--- config.mk ---
export PLATFORM = sky130hd
export DESIGN_NAME = activation_pipe
export DESIGN_NICKNAME = d
export VERILOG_FILES = /design/src/rtl/activation_pipe.sv
export SDC_FILE = /design/constraint.sdc
export NUM_CORES = 1
export LEC_CHECK = 0
export ABC_AREA = 0
export BUFFER_PORTS_ARGS = -buffer_cell sky130_fd_sc_hd__buf_2
export CAP_MARGIN = 30
export CORE_AREA = 5 5 107 109
export DETAILED_ROUTE_END_ITERATION = 7
export DIE_AREA = 0 0 112 114
export GPL_ROUTABILITY_DRIVEN = 0
export PLACE_DENSITY = 0.76
export SLEW_MARGIN = 20
export SYNTH_ARGS = -nofsm -noshare
export SYNTH_HDL_FRONTEND = slang
export SYNTH_SLANG_ARGS = --single-unit
--- constraint.sdc ---
create_clock -name clk -period 2.9 [get_ports clk]
set_input_delay 0.145 -clock clk [delete_from_list [all_inputs] [get_ports clk]]
set_output_delay 0.145 -clock clk [all_outputs]
set_load 0.01 [all_outputs]
--- src/rtl/activation_pipe.sv ---
// Two-stage activation pipeline: S1 applies the fixed-point shift and the selected activation,
// S2 saturates each lane to OUT_W bits. A ready/valid handshake with skid-free backpressure wraps both stages.
module activation_pipe #(
  parameter int LANES      = 4,
  parameter int IN_W       = 16,
  parameter int OUT_W      = 8,
  parameter int FRAC_SHIFT = 4,
  parameter int CLIP       = 96
) (
  input  logic                   clk,
  input  logic                   rst,
  input  logic                   DI_valid,
  output logic                   DI_ready,
  input  logic [LANES*IN_W-1:0]  DI,
  input  logic [1:0]             mode,
  output logic                   DO_valid,
  input  logic                   DO_ready,
  output logic [LANES*OUT_W-1:0] DO,
  output logic [15:0]            sat_cnt,
  input  logic                   sat_clr
);

  typedef enum logic [1:0] {
    MODE_IDENT = 2'b00,
    MODE_RELU  = 2'b01,
    MODE_CLIP  = 2'b10,
    MODE_LEAKY = 2'b11
  } act_mode_e;

  localparam int OUT_MAX_I = 2 ** (OUT_W - 1) - 1;
  localparam logic signed [IN_W-1:0] OUT_MAX = IN_W'(OUT_MAX_I);
  localparam logic signed [IN_W-1:0] OUT_MIN = IN_W'(-OUT_MAX_I - 1);
  localparam logic signed [IN_W-1:0] CLIP_V  = IN_W'(CLIP);

  function automatic logic signed [IN_W-1:0] activate(input logic signed [IN_W-1:0] x,
                                                      input logic [1:0] m);
    logic signed [IN_W-1:0] s;
    s = x >>> FRAC_SHIFT;
    case (act_mode_e'(m))
      MODE_IDENT: activate = s;
      MODE_RELU:  activate = (s < 0) ? '0 : s;
      MODE_CLIP:  activate = (s < 0) ? '0 : ((s > CLIP_V) ? CLIP_V : s);
      default:    activate = (s < 0) ? (s >>> 3) : s;
    endcase
  endfunction

  logic                   s1_valid, s2_valid;
  logic                   s1_load, s2_load, do_fire;
  logic signed [IN_W-1:0] s1_act   [LANES];
  logic signed [IN_W-1:0] act_next [LANES];
  logic [LANES*OUT_W-1:0] do_next;
  logic [LANES-1:0]       flag_next, s2_flag;
  logic [16:0]            cnt_sum;

  // A stage may refill whenever its current content leaves on the same edge.
  assign do_fire  = s2_valid & DO_ready;
  assign s2_load  = ~s2_valid | DO_ready;
  assign s1_load  = ~s1_valid | s2_load;
  assign DI_ready = s1_load;
  assign DO_valid = s2_valid;

  // NOTE: every always_comb output gets a default first so no path leaves it unassigned (no latch).
  always_comb begin
    do_next   = '0;
    flag_next = '0;
    cnt_sum   = {1'b0, sat_cnt};
    for (int k = 0; k < LANES; k++) begin
      act_next[k] = activate(DI[k*IN_W +: IN_W], mode);
      if (s1_act[k] > OUT_MAX) begin
        do_next[k*OUT_W +: OUT_W] = OUT_MAX[OUT_W-1:0];
        flag_next[k]              = 1'b1;
      end else if (s1_act[k] < OUT_MIN) begin
        do_next[k*OUT_W +: OUT_W] = OUT_MIN[OUT_W-1:0];
        flag_next[k]              = 1'b1;
      end else begin
        do_next[k*OUT_W +: OUT_W] = s1_act[k][OUT_W-1:0];
      end
      cnt_sum = cnt_sum + 17'(s2_flag[k]);
    end
  end

  // NOTE: sequential state uses non-blocking assignments so every register samples pre-edge values.
  always_ff @(posedge clk or negedge rst) begin
    if (!rst) begin
      s1_valid <= 1'b0;
    end else if (s1_load) begin
      s1_valid <= DI_valid;
    end
  end

  // NOTE: S1 data carries no reset; s1_valid alone qualifies it, so reset fan-out stays off the datapath.
  always_ff @(posedge clk) begin
    if (s1_load && DI_valid) begin
      for (int k = 0; k < LANES; k++) s1_act[k] <= act_next[k];
    end
  end

  always_ff @(posedge clk or negedge rst) begin
    if (!rst) begin
      s2_valid <= 1'b0;
      DO       <= '0;
      s2_flag  <= '0;
    end else if (s2_load) begin
      s2_valid <= s1_valid;
      if (s1_valid) begin
        DO      <= do_next;
        s2_flag <= flag_next;
      end
    end
  end

  // Clear wins over a same-edge increment; the count sticks at all-ones.
  always_ff @(posedge clk or negedge rst) begin
    if (!rst) begin
      sat_cnt <= '0;
    end else if (sat_clr) begin
      sat_cnt <= '0;
    end else if (do_fire) begin
      sat_cnt <= cnt_sum[16] ? 16'hFFFF : cnt_sum[15:0];
    end
  end

endmodule

# [Word level (Yosys, flattened, before mapping)]
# Memories as Yosys holds them, arrays and structs flattened.
# Cells that the tools add are included.
[totals] register_bits=54 latch_bits=0 ram_bits=64 romBits=0 inputBits=71 mem_count=1
[memory_table] memory="s1_act" words=4 word_bits=16 read_ports=4 rd_ports_with_merged_regs=0 wr=4 line="49" source="logic signed [IN_W-1:0] s1_act [LANES];"
[classes] addsub=4 multipliers=0 div=0 order_cmp=16 eq_ne=2 shift=0 mux=41 n_bitwise=5 n_reduce_logical=4
[ops] op="16-bit 2-to-1 mux" count=15
[ops] op="16-bit case mux with 3 select lines" count=4
[ops] op="16-bit by 8-bit greater-than comparator with 1-bit output, second input constant" count=4
[ops] op="16-bit by 8-bit < comparator with 1-bit output, second input constant" count=4
[ops] op="8-bit 2-to-1 mux" count=8
[ops] op="17-bit by 1-bit adder with 17-bit output" count=3
[ops] op="12-bit by 8-bit greater-than comparator with 1-bit output, second input constant" count=4
[ops] op="12-bit by 1-bit < comparator with 1-bit output, second input constant" count=4
[ops] op="11-bit 2-to-1 mux" count=4
[ops] op="16-bit by 1-bit adder with 17-bit output" count=1
[ops] op="1-bit 2-to-1 mux" count=10
[ops] op="2-bit by 1-bit equality test with 1-bit output, second input constant" count=1
[ops] op="2-bit equality test, second input constant" count=1
[ops] op="2-bit zero test" count=1
[ops] op="1-bit NOT" count=2
[ops] op="1-bit OR" count=2
[ops] op="2-bit AND reduction" count=1
[ops] op="2-bit nonzero test" count=1
[ops] op="1-bit bitwise AND" count=1
[ops] op="1-bit logical AND" count=1

# [Logic depth before layout (Yosys ltp)]
# Gate-level depths: netlist (run 1).
[depth] word_depth=7 ltp_mapped=10 mapped_depth_nobuf=9

# [Least setup slack after synthesis (run 1)]
# No wires, ideal clock.
[synth_path] path_kind="register to register" from="register sat_cnt[0]" to="register sat_cnt[3]" t_arrival_ns=2.484 required_ns=2.806 setup_slack_ns=0.322 stages_incl_launch_ff=11 cell_sequence="dfrtp_1 fa_1 inv_1 fa_1 inv_1 fa_1 nand4_1 nor4_4 buf_6 o21ai_1 a221oi_2"
[synth_via] elab_chain_cells=7
[synth_rtl] item="from (decl)" line="19" source="output logic [15:0] sat_cnt,"
[synth_rtl] item="from (signal assigned)" line="119" source="sat_cnt <= cnt_sum[16] ? 16'hFFFF : cnt_sum[15:0];"
[synth_rtl] item="16-bit by 1-bit adder with 17-bit output" line="78" source="cnt_sum = cnt_sum + 17'(s2_flag[k]);"
[synth_rtl] item="17-bit by 1-bit adder with 17-bit output (3 in a row)" line="78"
[synth_rtl] item="16-bit 2-to-1 mux" line="119"
[synth_rtl] item="16-bit 2-to-1 mux" line="118" source="end else if (do_fire) begin"
[synth_rtl] item="16-bit 2-to-1 mux" line="116" source="end else if (sat_clr) begin"
# No other way between the ends. The select of a mux whose other input is x is not followed.
# A chain may end at the register's enable or synchronous reset.

# [Final worst setup path (run 1)]
[layout_path] from="register s2_flag[2]" to="register sat_cnt[3]"
[layout_via] elab_chain_cells=5
[layout_rtl] item="from (decl)" line="52" source="logic [LANES-1:0] flag_next, s2_flag;"
[layout_rtl] item="from (signal assigned)" line="107" source="s2_flag <= flag_next;"
[layout_rtl] item="17-bit by 1-bit adder with 17-bit output (2 in a row)" line="78"
[layout_rtl] item="16-bit 2-to-1 mux" line="119"
[layout_rtl] item="16-bit 2-to-1 mux" line="118"
[layout_rtl] item="16-bit 2-to-1 mux" line="116"
# No other way between the ends. The select of a mux whose other input is x is not followed.

==> run_results.csv, run 1 <==
group,metric,value,unit
global_route,grt_pass1_wl,20100,µm
sta,finClkSkew,9.34,ps
die,ioPinCount,121,
die,num_rows,38,
logic_synthesis,synth_commonest_cells,"85 x nand2_1, 55 x nor2_1, 54 x dfrtp_1",
status,status,"finished clean",
clock_network,clockRootBuffer,"clkbuf_8",
sta,hold_violations,0,
logic_synthesis,yosysWarnings,0,
clock_network,cts.path.max_buffers,2,
power_and_ir_drop,pwr_density_cell,569,nW/µm²
clock_network,clock_sinks,102,
clock_network,cts-htree-levels,3,
die,dieHeight,114,µm
sta,setup_tns,0,ps
critical_path,path_class,"reg -> reg",
routing,vias_per_cell,5.72,
global_route,track_usage,0.193,
logic_synthesis,synth.distinct_cells,56,
sta,fin_crit,2880,ps
routing,wl_per_cell,15.9,µm
die,coreArea,10500,µm²
sta,maxSlewHeadroom,0.541,
global_route,grt_max_degree,49,
sta,max_freq,348,MHz
sta,setup_viol,0,
die,dieWidth,112,µm
layout,drive_gt1_frac,0.252,
routing,via_count,4350,
clock_network,cts_tree,"done",
layout,area_growth,20.1,%
clock_network,clk_latency,360,ps
critical_path,path_max_fanout,5,
min_path,hold_path_class,"in -> reg",
clock_network,cts_inserted_buffers,9,
global_route,antenna_found_initial,1,
global_route,grt_pass1_vias,4116,
critical_path,worstPathRequired,3170,ps
logic_synthesis,synthFlopType,"dfrtp_1",
placement,dp_hpwl,8990,µm
critical_path,critPathCaptureType,"flip-flop",
routing,drtIter0Drc,235,
logic_synthesis,async_flop_share,0.529,
logic_synthesis,syn_area_per_cell,9.91,µm²
die,die_area,12800,µm²
routing,drc,0,
clock_network,cts.clk_slew.worst_paths,90,ps
placement,numPortBuffers,104,
routing,routed_wl,12100,µm
layout,diodes,0,
critical_path,start_kind,"flip-flop",
job,drv_cap,0,
sta,post-route-period-util,0.992,
sta,tightest_slew,688,ps
logic_synthesis,synth_edf_count,48,
logic_synthesis,synth_nets,581,
logic_synthesis,synth-seq-cells,102,
sta,slew_viol_final,0,
logic_synthesis,yosysSeqAreaShare,0.557,
power_and_ir_drop,design_power_total,0.00343,W
power_and_ir_drop,leakage,2.56,nW
die,initial_core_util,0.477,
layout,fillers,914,
critical_path,crit_arrival,3140,ps
logic_synthesis,postSynthCellCount,506,
logic_synthesis,yosysTopAreaCell,"edfxtp_1",
layout,fin_util,0.573,
layout,final_net_count,690,
routing,postRouteAntennaNets,0,
logic_synthesis,synthTopCellsByArea,"edfxtp_1 29%, dfrtp_1 27%, nand2_1 6.4%",
logic_synthesis,synth.most_common_cell,"nand2_1",
logic_synthesis,synth_area,5010,µm²
logic_synthesis,netlist.area_leader.share,0.287,
routing,dr.pass1.iters,5,
power_and_ir_drop,peakVddDrop,0.289,mV
sta,rsz0062_at_grt,"yes",
global_route,overflow,0,
## state kept, by name (all words and copies together), names as in the netlist
name	cells
DO	32
DO_valid	1
s1_act	48
s1_valid	1
s2_flag	4
sat_cnt	16
## through the flow
step	cell area (µm²)	setup slack, ps	instances	hold slack (ps)
finish	6020	24.6	760	105
global route	6020	-100	760	114
CTS	5940	52.7	754	92.8
detailed placement	5690	59.5	736	226
global placement	5660	140	735	210
floorplan	5010	322	506	-151
## power breakdown
| part | internal (W) | switching [W] | leakage [nW] |
|---|---|---|---|
| clock | 0.000522 | 0.000458 | 0.118 |
| sequential | 0.00169 | 0.0000896 | 1.15 |
| combinational | 0.000256 | 0.000413 | 1.28 |
## cells by family after synthesis
logic type,synth area share
mux,0.0187
buf+inv,0.0294
compound gates,0.157
xor+xnor,0.00175
flops,0.557
fa+ha+maj,0.0145
simple gates,0.222
## final timing paths
| kind | slack (ps) | depth (start not counted) | to | from |
|---|---|---|---|---|
| setup / recovery | 20 | 10 | sat_cnt[3] | s2_flag[2] |
| min in group asynchronous | 340 | 2 | sat_cnt[6] | rst |
| max in group asynchronous | 1750 | 3 | DO[8] | rst |
| hold reg to reg | 480 | 2 | DO[1] | DO[1] |
| setup reg to reg | 20 | 10 | sat_cnt[3] | s2_flag[2] |
| hold / removal | 100 | 3 | s1_act[2][9] | DI[45] |
## critical path, stage by stage, from the launching register on
cell,delay (ps)
dfrtp_1,410
fa_1,550
inv_2,40
fa_2,360
inv_2,70
fa_2,230
nand4_1,170
nor4_4,420
buf_4,220
o21ai_2,60
a221oi_2,250
## routing by layer
metal  GRT usage  part of all wire  vias to the layer above
li1            -                 -                     2073
met1       0.251              0.41                     2053
met2       0.331              0.50                      197
met3      0.0419             0.079                       25
met4      0.0529             0.016                        2
met5           0           0.00058                        -
## area by class of cell
| cell class | instances | area (µm²) | share of cell area |
|---|---|---|---|
| clock buffers | 14 | 194 | 0.0322 |
| clock inverters | 2 | 35.0 | 0.00582 |
| inverters | 17 | 63.8 | 0.0106 |
| multi-input cells | 367 | 2110 | 0.351 |
| flip-flops and latches | 102 | 2790 | 0.464 |
| well taps | 140 | 175 | 0.0291 |
| repair buffers | 118 | 651 | 0.108 |
## cell usage in the layout, fill, tap and decap left out, types with 7 or more instances in the layout
| cell | n |
|---|---|
| a21oi_1 | 32 |
| buf_2 | 104 |
| buf_4 | 11 |
| clkbuf_8 | 12 |
| dfrtp_1 | 54 |
| edfxtp_1 | 48 |
| inv_1 | 15 |
| nand2_1 | 85 |
| nand3_1 | 7 |
| nand4_1 | 27 |
| nor2_1 | 55 |
| nor3_1 | 17 |
| nor4_1 | 7 |
| o211ai_1 | 10 |
| o21ai_0 | 42 |
## repair_timing
item	CTS	global route
buffers inserted	0	5
hold buffers	2	0
hold endpoints to repair	30	0
resized for setup	0	12
endpoints found under the setup margin	0	8
(Power assumes the default switching activity.)
==> run 2: changes to the inputs <==
--- a/config.mk
+++ b/config.mk
@@ -8,9 +8,9 @@
 export ABC_AREA = 0
 export BUFFER_PORTS_ARGS = -buffer_cell sky130_fd_sc_hd__buf_2
 export CAP_MARGIN = 30
-export CORE_AREA = 5 5 107 109
+export CORE_AREA = 2 2 104 106
 export DETAILED_ROUTE_END_ITERATION = 7
-export DIE_AREA = 0 0 112 114
+export DIE_AREA = 0 0 106 108
 export GPL_ROUTABILITY_DRIVEN = 0
 export PLACE_DENSITY = 0.76
 export SLEW_MARGIN = 20
==> run 2 against run 1 <==
Maximum frequency up 3.4%. Cell area down 0.89%. Utilization up 1.0 points. Final cell count down 0.79%. Via count down 0.67%. Critical path depth up 1. Clock power down 6.5%. Routed wire length down 2.1%. Setup slack better by 96 ps. Largest power group unchanged.
==> run_results.csv, run 2 (synthesized netlist as in run 1, its figures left out) <==
group,metric,value,unit
layout,diodes,0,
global_route,grt_max_degree,42,
power_and_ir_drop,leakage,2.54,nW
critical_path,critPathCaptureType,"flip-flop",
global_route,grt_pass1_wl,19600,µm
critical_path,rr_worst_depth,11,
critical_path,rrSetupSlack,120,ps
global_route,grt_pass1_vias,4155,
critical_path,r2r_start,"sat_cnt[0]",
layout,area_growth,19.1,%
routing,drtIter0Drc,250,
global_route,antenna_found_initial,0,
critical_path,worstPathRequired,3200,ps
die,coreArea,10200,µm²
critical_path,path_common_cell,"fa_2",
routing,routed_wl,11900,µm
layout,fillers,862,
sta,slew_viol_final,0,
critical_path,crit_arrival,3080,ps
power_and_ir_drop,peakVddDrop,0.238,mV
sta,setup_viol,0,
critical_path,critical-path-slowest-cell,"fa_1",
placement,numPortBuffers,104,
clock_network,cts_inserted_buffers,9,
job,drv_cap,0,
die,num_rows,37,
layout,final_cell_area,5970,µm²
power_and_ir_drop,design_power_total,0.00336,W
clock_network,clk_latency,370,ps
layout,area.sequential,2790,µm²
critical_path,start_kind,"flip-flop",
global_route,overflow,0,
status,status,"finished clean",
global_route,track_usage,0.216,
die,dieWidth,106,µm
routing,dr.pass1.iters,6,
routing,drc,0,
layout,drive_gt1_frac,0.239,
layout,top_regs,"s1_act x48, DO x32, sat_cnt x16",
sta,fin_crit,2780,ps
sta,hold_violations,0,
sta,tightest_slew,696,ps
clock_network,cts.clk_slew.worst_paths,90,ps
sta,maxSlewHeadroom,0.534,
placement,dp_hpwl,8740,µm
critical_path,crit_chain,"fa_1 > inv_1 > fa_2 > inv_2 > fa_2 > nand4_1 > nor4_4 > buf_6 > buf_4 > and3b_1 > nor3_2",
critical_path,crit_start,"sat_cnt[0]",
routing,vias_per_cell,5.73,
layout,fin_util,0.583,
critical_path,path_class,"reg -> reg",
die,initial_core_util,0.490,
placement,place_area,5690,µm²
die,dieHeight,108,µm
sta,finClkSkew,13.9,ps
layout,final_common_cell,"buf_2",
routing,via_count,4321,
critical_path,max_stage_delay,540,ps
layout,final_net_count,688,
placement,dp_slack,72.6,ps
clock_network,clockRootBuffer,"clkbuf_8",
clock_network,cts_tree,"done",
sta,post-route-period-util,0.959,
clock_network,cts.path.max_buffers,2,
routing,wl_per_cell,15.7,µm
critical_path,reg2reg_to,"sat_cnt[9]",
power_and_ir_drop,pwr_density_cell,563,nW/µm²
die,ioPinCount,121,
sta,max_freq,360,MHz
layout,final_cell_mix,"104 x buf_2, 85 x nand2_1, 55 x nor2_1, 54 x dfrtp_1, 48 x edfxtp_1",
sta,rsz0062_at_grt,"yes",
critical_path,crit_end,"sat_cnt[9]",
min_path,hold_path_class,"in -> reg",
layout,multi_input_area,2090,µm²
critical_path,path_max_fanout,8,
clock_network,clock_sinks,102,
clock_network,cts-htree-levels,3,
layout,largest_register,"s1_act",
layout,largest_reg_flops,48,
die,die_area,11400,µm²
sta,worst_slack,120,ps
routing,postRouteAntennaNets,0,
[run 2: through the flow]
step / instances / TNS, ps / hold WS [ps]
global route: 754 / -4.72 / 130
global placement: 731 / 0 / 312
detailed placement: 732 / 0 / 328
floorplan: 506 / 0 / -151
finish: 754 / 0 / 119
CTS: 750 / 0 / 99.0
[run 2: layout make-up]
class,count,area share
Multi-Input combinational cell,367,0.350
Timing Repair Buffer,116,0.109
Inverter,17,0.0107
Tap cell,136,0.0285
Sequential cell,102,0.468
Clock inverter,4,0.00734
Clock buffer,12,0.0262
[run 2: report_power, final]
part,internal [W],switching [W]
clock network,0.000447,0.000468
logic,0.000258,0.000408
registers,0.00169,0.0000888
total,0.00240,0.000966
[run 2: routing by layer]
metal / GRT usage / vias to the layer above / share of wire
met5: 0 / - / 0
met4: 0.0789 / 0 / 0.018
met3: 0.0410 / 19 / 0.063
met2: 0.371 / 169 / 0.50
met1: 0.276 / 2064 / 0.42
li1: - / 2069 / -
[run 2: worst max-delay path, delay by kind of cell, from the launching register on]
| kind | cells | cell delay [ps] |
|---|---|---|
| flip-flops | 1 | 410 |
| buffers and inverters | 4 | 420 |
| AND/OR/NAND/NOR | 4 | 780 |
| adder cells (fa/ha/maj) | 3 | 1110 |
[run 2: how the worst min path moves through the flow]
stage	endpoint	start	cells past startpoint	slack [ps]
global placement	sat_cnt[10]	rst	1	310
global route	s1_act[2][10]	DI[46]	2	130
finish	s1_act[0][6]	DI[13]	3	120
floorplan	DO[0]	rst	0	-150
CTS	s1_act[2][9]	DI[45]	3	100
detailed placement	sat_cnt[10]	rst	1	330
[run 2: timing repair]
| action | in CTS | in global routing |
|---|---|---|
| resized for setup | 0 | 6 |
| hold endpoints to repair | 40 | 0 |
| endpoints found under the setup margin | 0 | 7 |
| hold buffers | 2 | 0 |
| buffers inserted | 0 | 3 |
==> run 3: changes to the inputs <==
--- a/config.mk
+++ b/config.mk
@@ -8,11 +8,13 @@
 export ABC_AREA = 0
 export BUFFER_PORTS_ARGS = -buffer_cell sky130_fd_sc_hd__buf_2
 export CAP_MARGIN = 30
-export CORE_AREA = 2 2 104 106
+export CELL_PAD_IN_SITES_DETAIL_PLACEMENT = 0
+export CELL_PAD_IN_SITES_GLOBAL_PLACEMENT = 1
+export CORE_AREA = 2 2 114 116
 export DETAILED_ROUTE_END_ITERATION = 7
-export DIE_AREA = 0 0 106 108
+export DIE_AREA = 0 0 116 118
 export GPL_ROUTABILITY_DRIVEN = 0
-export PLACE_DENSITY = 0.76
+export PLACE_DENSITY = 0.81
 export SLEW_MARGIN = 20
 export SYNTH_ARGS = -nofsm -noshare
 export SYNTH_HDL_FRONTEND = slang
==> run 3 against run 2 <==
Die area increased by 20%. Sequential power about the same. Final cell count increased by 4.4%. Largest cell class unchanged. Highest routed layer unchanged.
==> run_results.csv, run 3 (synthesized netlist as in run 1, its figures left out) <==
group,metric,value,unit
global_route,grt_pass1_vias,3998,
power_and_ir_drop,pwr_density_cell,596,nW/µm²
clock_network,cts.clk_slew.worst_paths,70,ps
die,die_area,13700,µm²
global_route,grt_max_degree,49,
die,initial_core_util,0.404,
die,num_rows,41,
die,coreArea,12400,µm²
routing,drc,0,
power_and_ir_drop,peakVddDrop,0.294,mV
power_and_ir_drop,leakage,2.56,nW
sta,tightest_slew,759,ps
routing,dr.pass1.iters,5,
layout,diodes,0,
die,dieWidth,116,µm
global_route,overflow,0,
routing,vias_per_cell,5.39,
layout,fillers,1193,
global_route,antenna_found_initial,0,
status,status,"finished clean",
sta,rsz0062_at_grt,"yes",
placement,dp_slack,145,ps
placement,numPortBuffers,104,
clock_network,clock_sinks,102,
clock_network,cts-htree-levels,3,
critical_path,start_kind,"flip-flop",
layout,area_growth,20.8,%
layout,final_common_cell,"buf_2",
routing,postRouteAntennaNets,0,
routing,drtIter0Drc,252,
critical_path,critPathCaptureType,"flip-flop",
global_route,grt_pass1_wl,19900,µm
job,drv_cap,0,
routing,via_count,4243,
critical_path,path_class,"reg -> reg",
global_route,track_usage,0.184,
routing,routed_wl,12100,µm
layout,top_regs,"s1_act x48, DO x32, sat_cnt x16",
power_and_ir_drop,design_power_total,0.00361,W
placement,dp_hpwl,8920,µm
sta,fin_crit,2790,ps
clock_network,cts_tree,"done",
sta,setup_viol,0,
routing,wl_per_cell,15.4,µm
layout,largest_register,"s1_act",
layout,largest_reg_flops,48,
layout,final_cell_mix,"103 x buf_2, 85 x nand2_1, 55 x nor2_1, 54 x dfrtp_1, 48 x edfxtp_1",
clock_network,cts_inserted_buffers,9,
critical_path,r2r_start,"sat_cnt[0]",
layout,final_net_count,685,
critical_path,reg2reg_to,"sat_cnt[14]",
critical_path,worstPathRequired,3120,ps
min_path,hold_path_class,"in -> reg",
clock_network,cts.path.max_buffers,2,
layout,drive_gt1_frac,0.233,
critical_path,crit_start,"sat_cnt[0]",
clock_network,post_cts_buffers,0,
sta,maxSlewHeadroom,0.492,
sta,slew_viol_final,0,
clock_network,clockRootBuffer,"clkbuf_16",
sta,finClkSkew,6.69,ps
sta,worst_slack,107,ps
clock_network,clk_latency,350,ps
critical_path,rr_worst_depth,9,
critical_path,crit_arrival,3010,ps
sta,post-route-period-util,0.963,
critical_path,rrSetupSlack,110,ps
sta,hold_violations,0,
critical_path,crit_end,"sat_cnt[14]",
sta,max_freq,358,MHz
die,dieHeight,118,µm
die,ioPinCount,121,
critical_path,path_max_fanout,5,
## run 3: changes by cell type in the layout (fill, tap and decap cells not counted), sizes merged
cell / before / now
buf: 114 / 112
inv: 17 / 18
bufinv: 1 / 0
clkinv: 3 / 2
dlygate4sd3: 2 / 1
clkinvlp: 0 / 1
## run 3: cell type report
cell class / instances / area (µm²) / area share
clock inverter: 4 / 27.5 / 0.00454
timing repair buffer: 113 / 617 / 0.102
sequential: 102 / 2790 / 0.461
inverter: 17 / 63.8 / 0.0105
multi-input combinational: 367 / 2070 / 0.342
clock buffer: 12 / 268 / 0.0442
tap: 172 / 215 / 0.0355
## run 3: worst min path at each step
stage	start	to	slack, ps	cells past startpoint
floorplan	rst	DO[0]	-150	0
global placement	rst	sat_cnt[8]	340	1
detailed placement	rst	sat_cnt[8]	350	1
CTS	DI_valid	s1_valid	20	2
global route	DI_valid	s1_valid	30	2
finish	DI_valid	s1_valid	20	2
## run 3: metal layers
layer / global-route usage / share of wire / vias to the layer above
met5: 0 / 0 / -
met4: 0.0818 / 0.022 / 0
met3: 0.0412 / 0.062 / 19
met2: 0.282 / 0.47 / 141
met1: 0.249 / 0.44 / 2021
li1: - / - / 2062
## run 3: where the power goes
| group | internal (W) | total, W | leakage (nW) | switching, W |
|---|---|---|---|---|
| combinational | 0.000244 | 0.000653 | 1.26 | 0.000409 |
| sequential | 0.00169 | 0.00178 | 1.15 | 0.0000900 |
| clock | 0.000658 | 0.00118 | 0.144 | 0.000518 |
| total | 0.00259 | 0.00361 | 2.56 | 0.00102 |
## run 3: what timing repair did
item	in CTS	in global routing
gates resized for setup	0	1
hold buffers	1	0
endpoints found under the hold margin	42	0
setup endpoints to repair	0	3
## run 3: worst max-delay path, stage by stage, from the launching register on
cell	delay, ps
dfrtp_1	420
fa_1	550
inv_1	50
fa_1	380
inv_1	90
fa_1	230
nand3_1	190
or2_2	390
nor4_1	280
nor3_1	80
## run 3: stage by stage
| step | hold WS, ps | TNS [ps] | utilization | instance area, µm² | instances |
|---|---|---|---|---|---|
| floorplan | -151 | 0 | - | 5010 | 506 |
| global placement | 335 | 0 | 0.461 | 5720 | 769 |
| detailed placement | 350 | 0 | 0.463 | 5750 | 770 |
| CTS | 20.3 | 0 | 0.488 | 6050 | 787 |
| global route | 31.3 | -20.3 | 0.488 | 6060 | 787 |
| finish | 19.3 | 0 | 0.488 | 6060 | 787 |
